### src/rtl/countdown_ctrl.sv
// Countdown timer control core: BCD MM:SS edit/run/pause/alarm sequencing.
// Optional macro CDC_ALARM_TIMEOUT_EN adds an automatic ALARM timeout after ALARM_SECS ticks.
module countdown_ctrl #(
    parameter int MAX_MIN    = 59,
    parameter int ALARM_SECS = 10
) (
    input  logic       CLK,
    input  logic       CLR,
    input  logic       TICK,
    input  logic       KEY_SEL,
    input  logic       KEY_INC,
    input  logic       KEY_DEC,
    input  logic       KEY_START,
    output logic [3:0] MIN_T,
    output logic [3:0] MIN_O,
    output logic [3:0] SEC_T,
    output logic [3:0] SEC_O,
    output logic       EDIT_MIN,
    output logic       EDIT_SEC,
    output logic       RUNNING,
    output logic       ALARM
);

    localparam logic [7:0] MIN_TOP = {4'(MAX_MIN / 10), 4'(MAX_MIN % 10)};
    localparam logic [7:0] SEC_TOP = 8'h59;

    typedef enum logic [2:0] {
        ST_IDLE    = 3'd0,
        ST_SET_MIN = 3'd1,
        ST_SET_SEC = 3'd2,
        ST_RUN     = 3'd3,
        ST_PAUSE   = 3'd4,
        ST_ALARM   = 3'd5
    } state_t;

    // Two-digit BCD increment, wrapping from top back to 00.
    function automatic logic [7:0] bcd_inc(input logic [7:0] v, input logic [7:0] top);
        logic [7:0] r;
        if (v == top) begin
            r = 8'h00;
        end else if (v[3:0] == 4'd9) begin
            r = {v[7:4] + 4'd1, 4'd0};
        end else begin
            r = {v[7:4], v[3:0] + 4'd1};
        end
        return r;
    endfunction

    // Two-digit BCD decrement, wrapping from 00 up to top.
    function automatic logic [7:0] bcd_dec(input logic [7:0] v, input logic [7:0] top);
        logic [7:0] r;
        if (v == 8'h00) begin
            r = top;
        end else if (v[3:0] == 4'd0) begin
            r = {v[7:4] - 4'd1, 4'd9};
        end else begin
            r = {v[7:4], v[3:0] - 4'd1};
        end
        return r;
    endfunction

    state_t     r_state;
    logic [7:0] r_min;
    logic [7:0] r_sec;
    logic [7:0] r_pre_min;
    logic [7:0] r_pre_sec;
    logic       r_edit_min;
    logic       r_edit_sec;
    logic       r_running;
    logic       r_alarm;

    state_t     w_state_nxt;
    logic [7:0] w_min_nxt;
    logic [7:0] w_sec_nxt;
    logic [7:0] w_pre_min_nxt;
    logic [7:0] w_pre_sec_nxt;

    // One key acts per cycle: START > SEL > INC > DEC.
    logic w_start, w_sel, w_inc, w_dec, w_any_key, w_time_zero;
    assign w_start     = KEY_START;
    assign w_sel       = KEY_SEL & ~KEY_START;
    assign w_inc       = KEY_INC & ~KEY_SEL & ~KEY_START;
    assign w_dec       = KEY_DEC & ~KEY_INC & ~KEY_SEL & ~KEY_START;
    assign w_any_key   = KEY_SEL | KEY_INC | KEY_DEC | KEY_START;
    assign w_time_zero = (r_min == 8'h00) && (r_sec == 8'h00);

`ifdef CDC_ALARM_TIMEOUT_EN
    localparam int ACNT_W = (ALARM_SECS > 1) ? $clog2(ALARM_SECS + 1) : 1;
    logic [ACNT_W-1:0] r_acnt;
    logic [ACNT_W-1:0] w_acnt_nxt;
`endif

    // Next-state, next-time and preset computation.
    always_comb begin
        w_state_nxt   = r_state;
        w_min_nxt     = r_min;
        w_sec_nxt     = r_sec;
        w_pre_min_nxt = r_pre_min;
        w_pre_sec_nxt = r_pre_sec;
`ifdef CDC_ALARM_TIMEOUT_EN
        w_acnt_nxt    = r_acnt;
`endif
        case (r_state)
            ST_IDLE: begin
                if (w_start) begin
                    if (!w_time_zero) begin
                        w_state_nxt   = ST_RUN;
                        w_pre_min_nxt = r_min;
                        w_pre_sec_nxt = r_sec;
                    end else begin
                        w_state_nxt = ST_IDLE;
                    end
                end else if (w_sel) begin
                    w_state_nxt = ST_SET_MIN;
                end else begin
                    w_state_nxt = ST_IDLE;
                end
            end
            ST_SET_MIN, ST_SET_SEC: begin
                if (w_start) begin
                    if (!w_time_zero) begin
                        w_state_nxt   = ST_RUN;
                        w_pre_min_nxt = r_min;
                        w_pre_sec_nxt = r_sec;
                    end else begin
                        w_state_nxt = ST_IDLE;
                    end
                end else if (w_sel) begin
                    w_state_nxt = (r_state == ST_SET_MIN) ? ST_SET_SEC : ST_IDLE;
                end else if (w_inc) begin
                    if (r_state == ST_SET_MIN) begin
                        w_min_nxt = bcd_inc(r_min, MIN_TOP);
                    end else begin
                        w_sec_nxt = bcd_inc(r_sec, SEC_TOP);
                    end
                end else if (w_dec) begin
                    if (r_state == ST_SET_MIN) begin
                        w_min_nxt = bcd_dec(r_min, MIN_TOP);
                    end else begin
                        w_sec_nxt = bcd_dec(r_sec, SEC_TOP);
                    end
                end else begin
                    w_state_nxt = r_state;
                end
            end
            ST_RUN: begin
                if (w_start) begin
                    w_state_nxt = ST_PAUSE;
                end else if (TICK) begin
                    if (r_sec != 8'h00) begin
                        w_sec_nxt = bcd_dec(r_sec, SEC_TOP);
                    end else if (r_min != 8'h00) begin
                        w_min_nxt = bcd_dec(r_min, MIN_TOP);
                        w_sec_nxt = SEC_TOP;
                    end else begin
                        w_sec_nxt = r_sec;
                    end
                    // Reaching 00:00 enters ALARM on this same edge.
                    if ((w_min_nxt == 8'h00) && (w_sec_nxt == 8'h00)) begin
                        w_state_nxt = ST_ALARM;
`ifdef CDC_ALARM_TIMEOUT_EN
                        w_acnt_nxt  = '0;
`endif
                    end else begin
                        w_state_nxt = ST_RUN;
                    end
                end else begin
                    w_state_nxt = ST_RUN;
                end
            end
            ST_PAUSE: begin
                if (w_start) begin
                    w_state_nxt = ST_RUN;
                end else if (w_sel) begin
                    w_state_nxt = ST_IDLE;
                    w_min_nxt   = r_pre_min;
                    w_sec_nxt   = r_pre_sec;
                end else begin
                    w_state_nxt = ST_PAUSE;
                end
            end
            ST_ALARM: begin
                if (w_any_key) begin
                    w_state_nxt = ST_IDLE;
                    w_min_nxt   = r_pre_min;
                    w_sec_nxt   = r_pre_sec;
`ifdef CDC_ALARM_TIMEOUT_EN
                end else if (TICK) begin
                    if (r_acnt == ACNT_W'(ALARM_SECS - 1)) begin
                        w_state_nxt = ST_IDLE;
                        w_min_nxt   = r_pre_min;
                        w_sec_nxt   = r_pre_sec;
                    end else begin
                        w_acnt_nxt  = r_acnt + ACNT_W'(1);
                    end
`endif
                end else begin
                    w_state_nxt = ST_ALARM;
                end
            end
            default: begin
                w_state_nxt = ST_IDLE;
            end
        endcase
    end

    // State, time, preset and registered flag outputs.
    always_ff @(posedge CLK) begin
        if (CLR) begin
            r_state    <= ST_IDLE;
            r_min      <= 8'h00;
            r_sec      <= 8'h00;
            r_pre_min  <= 8'h00;
            r_pre_sec  <= 8'h00;
            r_edit_min <= 1'b0;
            r_edit_sec <= 1'b0;
            r_running  <= 1'b0;
            r_alarm    <= 1'b0;
        end else begin
            r_state    <= w_state_nxt;
            r_min      <= w_min_nxt;
            r_sec      <= w_sec_nxt;
            r_pre_min  <= w_pre_min_nxt;
            r_pre_sec  <= w_pre_sec_nxt;
            r_edit_min <= (w_state_nxt == ST_SET_MIN);
            r_edit_sec <= (w_state_nxt == ST_SET_SEC);
            r_running  <= (w_state_nxt == ST_RUN);
            r_alarm    <= (w_state_nxt == ST_ALARM);
        end
    end

`ifdef CDC_ALARM_TIMEOUT_EN
    // Alarm duration counter.
    always_ff @(posedge CLK) begin
        if (CLR) begin
            r_acnt <= '0;
        end else begin
            r_acnt <= w_acnt_nxt;
        end
    end
`endif

    assign MIN_T    = r_min[7:4];
    assign MIN_O    = r_min[3:0];
    assign SEC_T    = r_sec[7:4];
    assign SEC_O    = r_sec[3:0];
    assign EDIT_MIN = r_edit_min;
    assign EDIT_SEC = r_edit_sec;
    assign RUNNING  = r_running;
    assign ALARM    = r_alarm;

endmodule

### config.mk
export PLATFORM = sky130hd
export DESIGN_NAME = countdown_ctrl
export DESIGN_NICKNAME = d
export VERILOG_FILES = /design/src/rtl/countdown_ctrl.sv
export SDC_FILE = /design/constraint.sdc
export NUM_CORES = 1
export LEC_CHECK = 0
export BUFFER_PORTS_ARGS = -buffer_cell sky130_fd_sc_hd__buf_2
export CAP_MARGIN = 20
export CORE_MARGIN = 2
export CORE_UTILIZATION = 46
export DETAILED_ROUTE_END_ITERATION = 8
export PLACE_DENSITY = 0.72
export SLEW_MARGIN = 10
export SYNTH_ARGS = -nofsm -noshare
export SYNTH_HDL_FRONTEND = slang
export SYNTH_SLANG_ARGS = --single-unit
### constraint.sdc
create_clock -name CLK -period 4.6 [get_ports CLK]
set_clock_uncertainty 0.15 [all_clocks]
set_input_delay 0.69 -clock CLK [delete_from_list [all_inputs] [get_ports CLK]]
set_output_delay 0.69 -clock CLK [all_outputs]
set_load 0.01 [all_outputs]
## After elaboration in Yosys (flattened, before gate mapping)

Cells that the tools add are included.

- Memories kept: 0
- Bits in writable memories: 0
- ROM bits: 0
- Bits in latches: 0
- Output and inout port bits: 20
- Logic and storage cells: 131
- Register bits after elaboration: 39

- $add $sub $neg: 8
- Shift-type cells: 0
- Equal/unequal tests: 25
- Multipliers: 0
- Magnitude comparators: 0
- Bitwise gates (word level): 13
- Div/mod/pow operators: 0
- Mux-type cells: 55
- Reduce and logical (&&, ||, !) cells: 19

Operator list:

| cell | count |
|---|---|
| 2-to-1 mux 8 bit | 40 |
| case mux 8 bit (4 select lines) | 2 |
| zero test 8 bit | 4 |
| 2-to-1 mux 3 bit | 8 |
| AND reduction 11 bit | 2 |
| AND reduction 10 bit | 2 |
| inequality test 2 bit, second input constant | 9 |
| adder 4 x 1 -> 4 bit, second input constant | 4 |
| equality test 8 x 7 -> 1 bit, second input constant | 2 |
| nonzero test 8 bit | 2 |
| subtractor 4 x 1 -> 4 bit, second input constant | 4 |
| case mux 3 bit (5 select lines) | 1 |
| equality test 3 x 2 -> 1 bit, second input constant | 4 |
| equality test 3 bit, second input constant | 3 |
| equality test 4 bit, second input constant | 2 |
| zero test 4 bit | 2 |
| inequality test 4 bit, second input constant | 2 |
| bitwise AND 1 bit | 6 |
| equality test 3 x 1 -> 1 bit, second input constant | 2 |
| 2-to-1 mux 2 bit | 3 |
| inverter 1 bit | 4 |
| nonzero test 4 bit | 1 |
| zero test 3 bit | 1 |
| inequality test 3 bit, second input constant | 1 |
| 6 further kinds | 9 |

## Longest topological paths before layout

Gate-level depths: netlist of the first run.

- Depth after elaboration: 15
- Mapped depth: 11
- Gate-level depth less buffers: 7

## Worst setup path before layout of the first run

No wires, ideal clock.

- Kind: reg-to-reg
- From: register r_sec[0]
- To: register r_pre_min[6]
- Path slack: 2.017 ns
- Setup time: 0.128 ns
- Buffers on the path: 4
- Data required time: 4.322 ns
- Arrival: 2.306 ns
- Stages on the path, launching flop included: 12
- Cells stage by stage: dfxtp_1 -> clkbuf_1 -> inv_1 -> ha_1 -> or3b_1 -> buf_2 -> nor4_4 -> nor3_1 -> buf_6 -> buf_6 -> mux2i_1 -> nor2_1

- Word-level cells in the longest chain between the ends: 4

Ends and longest elaborated chain:

| element | RTL line | text |
|---|---|---|
| start: declaration | 64 | `logic [7:0] r_sec;` |
| start signal: assignment | 222 | `r_sec <= w_sec_nxt;` |
| zero test 8 bit | 85 | `assign w_time_zero = (r_min == 8'h00) && (r_sec == 8'h00);` |
| logical AND 1 bit | 85 |  |
| inverter 1 bit (no line) | - |  |
| AND reduction 3 bit (no line) | - |  |
| end signal: assignment | 223 | `r_pre_min <= w_pre_min_nxt;` |
| end: declaration | 65 | `logic [7:0] r_pre_min;` |

No other way between the ends.
A chain may end at the register's enable or synchronous reset.

## Worst setup path in the final report of the first run

- From: register r_sec[0]
- To: register r_running (netlist: RUNNING)

- Word-level cells in the longest chain between the ends: 14
- Elaborated cells on any way between the ends: 27

Ends and longest elaborated chain:

| element | RTL line | text |
|---|---|---|
| subtractor 4 x 1 -> 4 bit / zero test 4 bit (equally long branches) | 57, 54 |  |
| 2-to-1 mux 8 bit | - |  |
| 2-to-1 mux 8 bit | 52 | `if (v == 8'h00) begin` |
| 2-to-1 mux 8 bit | 150 | `if (r_sec != 8'h00) begin` |
| 2-to-1 mux 8 bit | 149 | `end else if (TICK) begin` |
| 2-to-1 mux 8 bit | 147 | `if (w_start) begin` |
| 2-to-1 mux 8 bit | 103 | `case (r_state)` |
| zero test 8 bit | 159 | `if ((w_min_nxt == 8'h00) && (w_sec_nxt == 8'h00)) begin` |
| logical AND 1 bit | 159 |  |
| 2-to-1 mux 3 bit | 159 |  |
| 2-to-1 mux 3 bit | 149 |  |
| 2-to-1 mux 3 bit | 147 |  |
| case mux 3 bit (5 select lines) * | 103 |  |
| equality test 3 x 2 -> 1 bit * | 227 | `r_running <= (w_state_nxt == ST_RUN);` |
| end signal: assignment | 227 |  |
| end: declaration | 69 | `logic r_running;` |

Every way passes the cells marked *; elsewhere a longest branch is shown, timed or not. The select of a mux whose other input is x is not followed.

==> results.cfg, run 1 <==
[sta]
tightest_slew_ps = 1040
slew_violations = 0
relSlewSlack = 0.304
setup_viol = 0
period_needed_ps = 3020
max_freq_mhz = 331
setup-tns-final_ps = 0
finalWorstSetupSlack_ps = 1580
grt_setup_unrepaired = false
finalCritPeriodShare = 0.657
hold_viol = 0

[die]
initial_core_util = 0.469
die_x_microns = 86.8
core_sq_um = 6720
rows = 30
dieArea_sq_um = 7530
pin_count = 27
fp.dieH_microns = 86.8

[power_and_ir_drop]
p_leak_nw = 1.32
power_density_nw_per_um2 = 710
ir_drop_mv = 0.305

[synth]
async_flop_share = 0
synth-main-ff-cell = dfxtp_1
synth-edff-count = 0
synth.area.mux_share = 0.0782
synthAdderAreaFrac = 0.0595
synth_top_family_by_area = compound AO/OA/AOI/OAI gates
yosysUniqueCellTypes = 67
synth_xor_xnor_area_share = 0.0194
synth_warnings = 0
synth_compound_area_frac = 0.275
syn_nets = 415
synth-simple-area-share = 0.248
syn-cell-area_sq_um = 3150
synth_cells = 393
synth_seq_cells = 39
yosysSeqAreaShare = 0.248
avgSynthCellArea_sq_um = 8.02

[placement]
place_ws_ps = 1630
io_buffers = 26
dp_hpwl_microns = 5990
gp_congestion = 0.980

[critical_path]
critical_path_class = register to register
slowest_stage = or3b_1
cp-start-kind = register
cp.required_ps = 4620
crit_chain = inv_1 > ha_1 > or3b_1 > nor4_4 > a31oi_1 > nor4_2 > a311oi_1
crit_arrival_ps = 3040
max_stage_delay_ps = 660
r2r_slack_ps = 1580
end_kind = register
crit_path_max_fanout = 16

[grt]
gr-usage-met3 = 0.0314
grt.met1_usage = 0.327
grt_pass1_vias = 2896
grt_overflow_total = 0
busiest_layer = met2
antenna_found_initial = 0
use_met2 = 0.367
grt_usage = 0.232
grt_max_degree = 36
grt_pass1_wl_microns = 14200

[min_path]
hold_path_class = register to register

[routing]
wl_microns = 8650
vias = 3116
ant_nets = 0
first_pass_iters = 5
wl_per_cell_microns = 18.2
drc = 0
via_per_inst = 6.56
drt_iter0_markers = 290

[final_layout]
fillers = 646
drive_gt1_frac = 0.147
final_cell_mix = dfxtp_1, nor2_1, nand2_1
nets = 416
diodes = 0
syn2layout_area_growth_pct = 7.70

[clock_network]
holdBufCountCts = 0
clock_sinks = 39
cts_buffer_depth = 2
cts-htree-levels = 2
clkLatencyLatePin_ps = 300
cts_setup_buffers = 0
clockRootBuffer = clkbuf_8
cts_tree = yes
cts-buffers-inserted = 5
cts_resized = 0
path_clk_slew_ps = 80

[run_status]
status = completed

[run]
maxCapViolCount = 0
## through the flow
step	hold slack, ps	instance area [sq um]	cells	total power, W	utilization
floorplan	297	3150	393	0.00175	-
global placement	308	3270	467	0.00204	0.487
detailed placement	325	3270	467	0.00206	0.487
CTS	336	3400	475	0.00238	0.505
global route	356	3400	475	0.00258	0.505
finish	334	3400	475	0.00241	0.505
## cells by family after synthesis
logic type,after synthesis
xor gates and xnor gates,7
muxes,23
adders and majority gates,15
and+or+nand+nor,138
AOI/OAI and AO/OA,119
buffers and inverters,52
DFF,39
## final timing paths
path	startpoint	to	cells after the start
setup / recovery	r_sec[0]$_SDFFE_PP0P_	RUNNING$_SDFF_PP0_	7
hold / removal	r_pre_sec[3]$_SDFFE_PP0P_	r_sec[3]$_SDFFE_PP0P_	2
setup reg to reg	r_sec[0]$_SDFFE_PP0P_	RUNNING$_SDFF_PP0_	7
hold reg to reg	r_pre_sec[3]$_SDFFE_PP0P_	r_sec[3]$_SDFFE_PP0P_	2
## state kept, by name, summed over array words and instances (netlist names)
register and cells:
r_min 8, r_pre_sec 8, EDIT_SEC 1, EDIT_MIN 1, r_sec 8, ALARM 1
r_pre_min 8, r_state 3, RUNNING 1
## worst max-delay path: cells and delay by family, from the launching register on
| kind | cells | cell delay, ps |
|---|---|---|
| AOI/OAI and AO/OA | 2 | 280 |
| adders and majority gates | 1 | 260 |
| buffers and inverters | 1 | 150 |
| DFF | 1 | 430 |
| and+or+nand+nor | 3 | 1620 |
## cell type report
cell class              count  area [sq um]  share of cell area
multi-input cells         302          2170               0.638
flip-flops and latches     39           781               0.230
repair buffers             32           175              0.0516
well taps                  80           100              0.0295
clock buffers               6          82.6              0.0243
inverters                  14          52.6              0.0155
clock inverters             2          38.8              0.0114
## power breakdown
part	total (W)	leakage, nW	internal, W	switching (W)
Sequential	0.000568	0.317	0.000409	0.000159
Combinational	0.00153	0.941	0.000613	0.000918
Clock	0.000311	0.0618	0.000179	0.000133
Total	0.00241	1.32	0.00120	0.00121
## cells in the mapped netlist (4+ instances only)
library cell  count  area (sq um)
a21oi_1          19          95.1
o211ai_1          8          60.1
nor2_1           39           146
a311oi_1         13           114
o21ai_0          17          85.1
and2_1            4          25.0
mux2i_1          22           220
a31oi_1           5          31.3
a32oi_1           7          61.3
nor3b_1           4          30.0
buf_2             7          35.0
and3b_1           5          43.8
nand3_1          12          60.1
ha_1             15           188
dfxtp_1          39           781
clkbuf_1         26          97.6
nand2_1          29           109
xnor2_1           4          35.0
a22oi_1           4          30.0
o31ai_1           8          60.1
inv_1            14          52.6
nand2b_1          5          31.3
nor2b_1           4          25.0
## layer usage
layer  routed length [microns]  up-vias
met1                      3980     1495
met4                       133        0
met3                       551       19
met5                         0        -
met2                      3980      129
li1                          -     1473
Note: power is estimated with default switching activity, not from simulation.
==> run 2, diff against run 1 <==
clock period = 3 ns   (was 4.6 ns; I/O delays follow)
==> run 2 against run 1 <==
  * Count of clock-buffer cells in the layout stayed put
  * Largest cell class unchanged
  * Largest power group unchanged
  * Clock power increased by 54%
  * Global-route usage increased by 1.8 points
  * Power rose by 65%
  * Cell count increased by 5.7%
  * Die area did not move
  * Via count is 5.6% higher
  * Critical path depth is 1 higher
==> results.cfg, run 2 (synthesized netlist as in run 1, its figures left out) <==
[run_status]
status = completed

[die]
rows = 30
pin_count = 27
core_sq_um = 6720
die_x_microns = 86.8
dieArea_sq_um = 7530
fp.dieH_microns = 86.8
initial_core_util = 0.469

[critical_path]
cp.required_ps = 3080
critical_path_class = register to register
r2r_slack_ps = 230
r2r_start = r_min[1]$_SDFFE_PP0P_
crit_start = r_min[1]$_SDFFE_PP0P_
crit_path_max_fanout = 9
crit_arrival_ps = 2840
cp-start-kind = register
end_kind = register

[routing]
vias = 3290
wl_microns = 9240
drt_iter0_markers = 363
first_pass_iters = 5
via_per_inst = 6.55
ant_nets = 0
wl_per_cell_microns = 18.4
drc = 0

[clock_network]
cts_resized = 0
holdBufCountCts = 0
cts_buffer_depth = 2
cts_tree = yes
clock_sinks = 39
cts-htree-levels = 2
path_clk_slew_ps = 90
clockRootBuffer = clkbuf_8
clkLatencyLatePin_ps = 310
cts_setup_buffers = 0
cts-buffers-inserted = 5

[power_and_ir_drop]
total_power_w = 0.00397
p_switching_w = 0.00193
power_density_nw_per_um2 = 1100
clkPwrFrac = 0.120
ir_drop_mv = 0.505
internal_power_w = 0.00204
seq_power_share = 0.183
p_leak_nw = 1.46
power_frac_comb = 0.696
switching_share = 0.486

[sta]
period_needed_ps = 2770
fin_hold_ws_ps = 336
relSlewSlack = 0.353
slew_violations = 0
tightest_slew_ps = 966
hold_viol = 0
setup-tns-final_ps = 0
max_freq_mhz = 362
grt_setup_unrepaired = false
setup_viol = 0
finalCritPeriodShare = 0.922

[grt]
grt_usage = 0.250
grt_pass1_wl_microns = 15000
antenna_found_initial = 0
grt_max_degree = 36
grt_overflow_total = 0
grt_pass1_vias = 3007

[final_layout]
drive_gt1_frac = 0.201
final_cell_mix = dfxtp_1, nor2_1, buf_4
nets = 443
diodes = 0
syn2layout_area_growth_pct = 14.4

[min_path]
hold_path.startpoint = r_pre_sec[3]$_SDFFE_PP0P_
hold_path_class = register to register

[placement]
gp_congestion = 0.922
io_buffers = 26
dp_hpwl_microns = 6430

[run]
maxCapViolCount = 0
-- run 2: worst paths after layout --
path,endpoint,cells after the start
hold / removal,r_sec[3]$_SDFFE_PP0P_,2
setup reg to reg,ALARM$_SDFF_PP0_,8
hold reg to reg,r_sec[3]$_SDFFE_PP0P_,2
setup / recovery,ALARM$_SDFF_PP0_,8
-- run 2: power groups by stage --
stage | Sequential [W] | Combinational (W) | Clock, W
6_report | 0.000729 | 0.00277 | 0.000478
4_1_cts | 0.000725 | 0.00271 | 0.000477
2_1_floorplan | 0.000753 | 0.00193 | 0
5_1_grt | 0.000744 | 0.00299 | 0.000501
3_3_place_gp | 0.000732 | 0.00265 | 0
3_5_place_dp | 0.000737 | 0.00270 | 0
-- run 2: layout make-up --
cell class | count | area, sq um
fillers | 630 | 3110
multi-input cells | 302 | 2170
flip-flops and latches | 39 | 781
repair buffers | 59 | 390
well taps | 80 | 100
clock buffers | 6 | 82.6
inverters | 14 | 52.6
clock inverters | 2 | 35.0
-- run 2: stage by stage --
step | setup slack (ps) | utilization | area (sq um) | std cells
finish | 234 | 0.537 | 3610 | 502
global route | 91.1 | 0.537 | 3610 | 502
CTS | 305 | 0.537 | 3610 | 502
detailed placement | 317 | 0.519 | 3490 | 494
global placement | 401 | 0.519 | 3490 | 494
floorplan | 417 | - | 3150 | 393
-- run 2: metal layers --
metal	share of wire	vias up	wire length, microns	global-route usage
li1	-	1527	-	-
met1	0.45	1570	4130	0.342
met2	0.46	164	4290	0.392
met3	0.060	29	551	0.0371
met4	0.028	0	263	0.105
met5	0	-	0	0
-- run 2: critical path, cell delays in order, from the launching register on --
cell and delay [ps]:
dfxtp_1 320, inv_1 70, ha_1 300, or3b_1 450
buf_4 200, o31ai_1 450, a32oi_1 190, o41ai_1 330
nor3b_2 220
==> run 3, diff against run 2 <==
CORE_MARGIN = 8   (was 2)
GPL_TIMING_DRIVEN = 1   (was not set)
RECOVER_POWER = 100   (was not set)
==> run 3 against run 2 <==
  * Critical path depth down 3
  * Sequential power up 2%
  * Die area up 30%
  * Critical path type unchanged
  * Critical endpoint is now r_sec[4]$_SDFFE_PP0P_
  * Largest cell class unchanged
==> results.cfg, run 3 (synthesized netlist as in run 1, its figures left out) <==
[die]
rows = 30
die_x_microns = 98.8
initial_core_util = 0.469
dieArea_sq_um = 9760
fp.dieH_microns = 98.8
pin_count = 27
core_sq_um = 6720

[final_layout]
fin_cells = 493
syn2layout_area_growth_pct = 8.69
diodes = 0
drive_gt1_frac = 0.131
final_cell_mix = dfxtp_1, nor2_1, nand2_1
fillers = 672
nets = 434
utilization = 0.510

[critical_path]
crit_path_max_fanout = 21
cp-start-kind = register
end_kind = register
critical_path_class = register to register
crit_start = r_state[2]$_SDFF_PP0_
endpoint = r_sec[4]$_SDFFE_PP0P_
path_delay_family = simple AND/OR/NAND/NOR gates
worst-path-stages = 5
r2r_cells = 5
slowest_stage = nor2_1
critPathBufInv = 1
r2r-end = r_sec[4]$_SDFFE_PP0P_
cp.required_ps = 3040
r2r_slack_ps = 120
max_stage_delay_ps = 920
r2r_start = r_state[2]$_SDFF_PP0_
crit_arrival_ps = 2920
crit_chain = nor2b_1 > clkbuf_2 > nor2_1 > o21ai_0 > a311oi_1

[power_and_ir_drop]
p_leak_nw = 1.30
ir_drop_mv = 0.383
power_density_nw_per_um2 = 1070

[grt]
grt_usage = 0.183
grt_overflow_total = 0
grt_pass1_wl_microns = 14800
antenna_found_initial = 0
grt_max_degree = 36
grt_pass1_vias = 2949

[clock_network]
clockRootBuffer = clkbuf_8
cts_buffer_depth = 2
cts_setup_buffers = 0
cts_resized = 0
clock_sinks = 39
cts-buffers-inserted = 5
cts_tree = yes
path_clk_slew_ps = 80
clkLatencyLatePin_ps = 290
holdBufCountCts = 0
cts-htree-levels = 2

[sta]
grt_setup_unrepaired = false
max_freq_mhz = 348
finalCritPeriodShare = 0.959
hold_viol = 0
slew_violations = 0
relSlewSlack = 0.296
setup-tns-final_ps = 0
period_needed_ps = 2880
tightest_slew_ps = 1050
setup_viol = 0

[run]
maxCapViolCount = 0

[min_path]
hold_path_class = register to register

[routing]
drt_iter0_markers = 309
wl_microns = 8870
via_per_inst = 6.44
wl_per_cell_microns = 18.0
vias = 3174
drc = 0
ant_nets = 0
first_pass_iters = 5

[run_status]
status = completed

[placement]
io_buffers = 26
dp_hpwl_microns = 6290
gp_congestion = 0.908
dp_cells = 485
run 3: cell types whose count changed in the layout (fill, tap and decap cells not counted):
| cell | change |
|---|---|
| buf_2 | -7 |
| clkbuf_2 | +2 |
| clkbuf_8 | -1 |
| clkbuf_1 | +21 |
| nor3b_2 | -1 |
| clkinvlp_4 | +1 |
| bufinv_16 | -1 |
| buf_4 | -23 |
| buf_12 | -1 |
| nor3b_1 | +1 |
run 3: how the worst min path moves through the flow:
stage          depth (start not counted)  slack (ps)                      start               endpoint
2_1_floorplan                          2         300  r_pre_min[2]$_SDFFE_PP0P_  r_min[2]$_SDFFE_PP0P_
3_3_place_gp                           2         310  r_pre_min[2]$_SDFFE_PP0P_  r_min[2]$_SDFFE_PP0P_
3_5_place_dp                           2         310  r_pre_min[2]$_SDFFE_PP0P_  r_min[2]$_SDFFE_PP0P_
4_1_cts                                2         330  r_pre_min[2]$_SDFFE_PP0P_  r_min[2]$_SDFFE_PP0P_
5_1_grt                                2         360  r_pre_min[5]$_SDFFE_PP0P_  r_min[5]$_SDFFE_PP0P_
6_report                               2         320  r_pre_min[2]$_SDFFE_PP0P_  r_min[2]$_SDFFE_PP0P_
run 3: through the flow:
| stage | total power [W] | setup slack (ps) | hold WS (ps) | instance area [sq um] |
|---|---|---|---|---|
| finish | 0.00366 | 123 | 323 | 3430 |
| global route | 0.00394 | 28.5 | 355 | 3430 |
| CTS | 0.00368 | 265 | 328 | 3490 |
| detailed placement | 0.00332 | 292 | 312 | 3410 |
| global placement | 0.00327 | 329 | 313 | 3410 |
| floorplan | 0.00268 | 417 | 297 | 3150 |
run 3: where the power goes:
part	internal [W]	total, W	switching [W]	leakage (nW)
Sequential	0.000627	0.000745	0.000118	0.317
Clock	0.000163	0.000351	0.000188	0.0412
Combinational	0.00101	0.00257	0.00156	0.947
run 3: routing by layer:
metal / global-route usage / part of all wire / routed length, microns
met1: 0.230 / 0.44 / 3900
met2: 0.298 / 0.47 / 4160
met3: 0.0381 / 0.073 / 651
met4: 0.0697 / 0.018 / 163
met5: 0 / 0 / 0
run 3: cell type report:
type / instances / area [sq um] / share of cell area
Multi-Input combinational cell: 302 / 2160 / 0.631
Inverter: 14 / 52.6 / 0.0153
Clock inverter: 2 / 12.5 / 0.00365
Timing Repair Buffer: 50 / 248 / 0.0723
Tap cell: 80 / 100 / 0.0292
Sequential cell: 39 / 781 / 0.228
Clock buffer: 6 / 72.6 / 0.0212
run 3: worst min-delay path: stages, from the launching register on:
cell and delay, ps:
dfxtp_1 320, nand2_1 50, a31oi_1 60
